$ cat config.mk
export PLATFORM = sky130hd
export DESIGN_NAME = bram_arb_64
export DESIGN_NICKNAME = d
export VERILOG_FILES = /design/src/rtl/bram_arb_64.sv
export SDC_FILE = /design/constraint.sdc
export NUM_CORES = 1
export LEC_CHECK = 0
export ABC_AREA = 1
export BUFFER_PORTS_ARGS = -buffer_cell sky130_fd_sc_hd__buf_2
export CAP_MARGIN = 15
export CELL_PAD_IN_SITES_DETAIL_PLACEMENT = 1
export CELL_PAD_IN_SITES_GLOBAL_PLACEMENT = 1
export CORE_AREA = 2 2 150 152
export CTS_BUF_LIST = sky130_fd_sc_hd__clkbuf_16
export CTS_CLUSTER_SIZE = 16
export DETAILED_ROUTE_END_ITERATION = 10
export DIE_AREA = 0 0 152 154
export PLACE_DENSITY = 0.76
export REMOVE_ABC_BUFFERS = 1
export SLEW_MARGIN = 25
export SYNTH_ARGS = -nofsm -noshare
export SYNTH_HDL_FRONTEND = slang
export SYNTH_SLANG_ARGS = --single-unit
export TNS_END_PERCENT = 10
$ cat constraint.sdc
create_clock -name clk -period 13.6 [get_ports clk]
set_input_delay 3.4 -clock clk [delete_from_list [all_inputs] [get_ports clk]]
set_output_delay 3.4 -clock clk [all_outputs]
set_load 0.01 [all_outputs]
$ cat src/rtl/bram_arb_64.sv
// Two-port (instruction/data) arbiter in front of a single-port 64-bit BRAM.
// Fixed priority with a starvation guard; define BRAM_ARB_RR_EN for round-robin.
module bram_arb_64 #(
    parameter int STARVE_MAX = 4
) (
    input  logic        clk,
    input  logic        rst,
    input  logic        i_req,
    input  logic [13:0] i_addr,
    output logic        i_gnt,
    output logic        i_rvalid,
    output logic [63:0] i_rdata,
    input  logic        d_req,
    input  logic [7:0]  d_we,
    input  logic [13:0] d_addr,
    input  logic [63:0] d_wdata,
    output logic        d_gnt,
    output logic        d_rvalid,
    output logic [63:0] d_rdata,
    output logic        ram_en,
    output logic [7:0]  ram_we,
    output logic [13:0] ram_addr,
    output logic [63:0] ram_wdata,
    input  logic [63:0] ram_rdata
);

    typedef enum logic [1:0] {
        TAG_NONE,
        TAG_INST,
        TAG_DATA
    } tag_e;

    tag_e        tag_q, tag_d;
    logic        i_win, d_win;
    logic [63:0] i_rdata_q, d_rdata_q;

`ifdef BRAM_ARB_RR_EN
    // Pointer holds the last winner: 0 = instruction, 1 = data.
    logic last_q, last_d;

    always_comb begin
        i_win = 1'b0;
        d_win = 1'b0;
        if (i_req && d_req) begin
            i_win = last_q;
            d_win = !last_q;
        end else begin
            i_win = i_req;
            d_win = d_req;
        end
    end

    always_comb begin
        last_d = last_q;
        if (i_gnt) last_d = 1'b0;
        else if (d_gnt) last_d = 1'b1;
    end

    always_ff @(posedge clk or posedge rst) begin
        if (rst) last_q <= 1'b0;
        else     last_q <= last_d;
    end
`else
    localparam logic [3:0] SMAX = 4'(STARVE_MAX);

    logic [3:0] cnt_q, cnt_d;

    always_comb begin
        i_win = i_req && (!d_req || (cnt_q >= SMAX));
        d_win = d_req && !i_win;
    end

    always_comb begin
        cnt_d = cnt_q;
        if (i_gnt) cnt_d = '0;
        else if (i_req && (cnt_q < SMAX)) cnt_d = cnt_q + 4'd1;
    end

    always_ff @(posedge clk or posedge rst) begin
        if (rst) cnt_q <= '0;
        else     cnt_q <= cnt_d;
    end
`endif

    assign i_gnt = i_win && !rst;
    assign d_gnt = d_win && !rst;

    always_comb begin
        ram_en    = i_gnt || d_gnt;
        ram_we    = d_gnt ? d_we : 8'h00;
        ram_addr  = d_gnt ? d_addr : i_addr;
        ram_wdata = d_wdata;
    end

    always_comb begin
        tag_d = TAG_NONE;
        if (i_gnt) tag_d = TAG_INST;
        else if (d_gnt) tag_d = TAG_DATA;
    end

    always_ff @(posedge clk or posedge rst) begin
        if (rst) begin
            tag_q     <= TAG_NONE;
            i_rdata_q <= '0;
            d_rdata_q <= '0;
        end else begin
            tag_q <= tag_d;
            if (tag_q == TAG_INST) i_rdata_q <= ram_rdata;
            if (tag_q == TAG_DATA) d_rdata_q <= ram_rdata;
        end
    end

    // RAM data arrives the cycle after the grant; hold it afterwards.
    assign i_rvalid = (tag_q == TAG_INST);
    assign d_rvalid = (tag_q == TAG_DATA);
    assign i_rdata  = i_rvalid ? ram_rdata : i_rdata_q;
    assign d_rdata  = d_rvalid ? ram_rdata : d_rdata_q;

endmodule

==> results.md <==
- CORE AREA: 21700 um2
- Total CTS buffers: 17
- Top_reg_cell synth: dfrtp_1
- Row cnt: 54
- P_leak: 4.32 nW
- CP top delay family: simple AND/OR/NAND/NOR gates
- Routing usage on met3: 16.0%
- Post-CTS setup buffers: 0
- Fmax achieved: 123 MHz
- Syn Std Cell Area: 6090 um2
- IO Pins: 387
- CTS Root Cell: clkbuf_16
- DRC: 0
- Fin nets: 997
- Post-synthesis xor/xnor area fraction: 0%
- Post-Layout Cell Count: 1121
- Mux cell area share after synthesis: 0%
- Post-synth EDFFs: 0
- Startpoint class of the critical path: input pin
- Crit-path slowest cell: nor2_2
- Yosys reg bits: 134
- Most common cell in the netlist: nand2_1
- Worst Hold Class: reg2reg
- WS Path Type: in2out
- Synth Area in Compound Gates: 13.9%
- Synth unique cells: 18
- Fraction of layout cells with a size suffix above 1: 42.6%
- Comb pwr share: 30.6%
- FFs w/ async S/R, synth: 100%
- Maximum vdd drop: 0.0676 mV
- Post-synth top area share: 55.1%
- Core Util, Final: 35.0%
- Die ar.: 23400 um2
- Slowest stage delay, CP: 530 ps
- Later-pin clock latency in the skew report: 410 ps
- Starting density of the core: 28.1%
- PostCTS Resize Cnt: 0
- Clock sinks: 134
- Vias in the first global route: 5276
- Yosys Warn Count: 0
- Clock share of power: 30.9%
- Flop pwr share: 38.5%
- Worst reg2reg setup slack: 11190 ps
- Die width: 152 um
- Total chip power: 0.00144 W
- DR WL/cell: 19.1 um
- Commonest cells in the netlist: 167 x nand2_1, 134 x dfrtp_1, 85 x inv_1, 66 x buf_4, 64 x o21ai_0
- Synth Area per Inst: 9.45 um2
- Sw frac: 33.8%
- # setup viols final: 0
- Pin count of the biggest net entering global routing: 77
- Pwr dens: 189 nW/um2
- Register area share after synthesis: 55.1%
- Hold buffer count at CTS: 0
- WP data required: 10200 ps
- Initial antenna violation count: 0
- First-pass GRT wire length: 32.5 mm
- Routed Antenna Nets: 0
- Post-DP HPWL: 16.3 mm
- NetSw: 0.000485 W
- Status: completed
- Slew headroom: 39.6%
- Final Hold Fails: 0
- Int Power: 0.000950 W
- Area leader, netlist: dfrtp_1
- Worst setup EP type: output pin
- Drt pass-1 iters: 4
- Post-DR vias/cell: 4.44
- CTS tree: done
- Die height: 154 um
- Final setup skew: 6.26 ps
- CP bufs+invs: 2
- DRT Wirelength: 21.4 mm
- Max-slew violation count: 0
- P&R area growth vs syn: 24.8%
- Worst EP arrival: 4720 ps
- Largest family of logic cells by synthesized area: buffers and inverters
- GRT Util Overall: 18.4%
- Global route overflow: 0
- H-tree levels: 4
- RSZ-0062 raised after global routing: false
- Setup TNS: 0 ps
- # Max-Cap Violations: 0
- Synth Area in Adders: 0.206%
- Grt met1 use: 19.8%
- Placed Cells: 1089
- Ranking of synthesized cells by area: dfrtp_1 55%, nand2_1 10%, buf_4 8.1%
- Min Clock Period, post-route: 8120 ps
- Number of port buffers: 258
- Critical path, cell by cell: buf_2, nor2_2, nand2_4, nand2_1, nand2_1, buf_2
- Syn Inst Count: 644
- Gp weighted congestion: 0.850
- Final Cycle Share: 59.7%
- Gr busiest metal: met2
- Clk slew on worst S/H paths: 60 ps
- Peak fanout along the critical path: 25
- Initial DRC Count: 250
- Worst hold margin: 466 ps
- Worst slew pin tran: 907 ps
- Clock Path Buffers: 2
- Diode count: 0
- Simple-Gate Fraction of Synth Area: 13.5%
- GRT met2 Usage: 25.5%
- Vias: 4976
worst min-delay path, stage by stage (launching register included):
cell	delay (ps)
dfrtp_1	320
nand2_1	60
o21ai_2	50
final timing paths:
check	startpoint	endpoint	cells past startpoint
max	rst	ram_addr[0]	6
min	i_rdata_q[25]	i_rdata_q[25]	2
max reg2reg	tag_q[0]	i_rdata_q[6]	5
min reg2reg	i_rdata_q[25]	i_rdata_q[25]	2
max in group asynchronous	rst	d_rdata_q[37]	3
min in group asynchronous	rst	cnt_q[2]	2
power groups by stage:
stage / sequential [W] / clock [W] / combinational (W)
after floorplan: 0.000550 / 0 / 0.000257
after global placement: 0.000553 / 0 / 0.000434
after detailed placement: 0.000560 / 0 / 0.000445
after CTS: 0.000553 / 0.000461 / 0.000448
after global routing: 0.000564 / 0.000477 / 0.000494
final: 0.000552 / 0.000443 / 0.000440
registers in the layout (all words and copies together) (netlist names):
name       flops
cnt_q          4
i_rdata_q     64
tag_q          2
d_rdata_q     64
area by class of cell:
| type | instances | area, um2 |
|---|---|---|
| clock buffers | 17 | 425 |
| repair buffers | 261 | 1310 |
| well taps | 280 | 350 |
| fillers | 2597 | 14100 |
| multi-input cells | 329 | 1690 |
| clock inverters | 15 | 138 |
| inverters | 85 | 324 |
| flip-flops and latches | 134 | 3350 |
metrics by stage:
step | setup WS (ps) | area, um2
after floorplan | 3180 | 5360
after global placement | 5520 | 7030
after detailed placement | 5460 | 7030
after CTS | 5480 | 7590
after global routing | 5290 | 7590
final | 5480 | 7590
cell families after synthesis:
logic type	Yosys count
simple gates	200
buf+inv	181
fa+ha+maj	1
flops	134
compound gates	128
metal layers:
layer,vias to the layer above,wire (um)
met1,2300,8300
met5,-,316
li1,2303,-
met2,332,8550
met3,35,3850
met4,6,352
cells in the final DEF (no fill, tap or decap), types with 4 or more instances in the layout:
| cell type | synthesis | final |
|---|---|---|
| inv_1 | 85 | 85 |
| o21ai_2 | 55 | 55 |
| buf_2 | 8 | 258 |
| clkinv_1 | 0 | 4 |
| nor2_2 | 8 | 8 |
| nand3_1 | 18 | 18 |
| o21ai_0 | 64 | 64 |
| o21ai_1 | 9 | 9 |
| nand2_1 | 167 | 166 |
| dfrtp_1 | 134 | 134 |
| clkbuf_16 | 0 | 17 |
No activity file was read; power rests on OpenSTA's default activity.
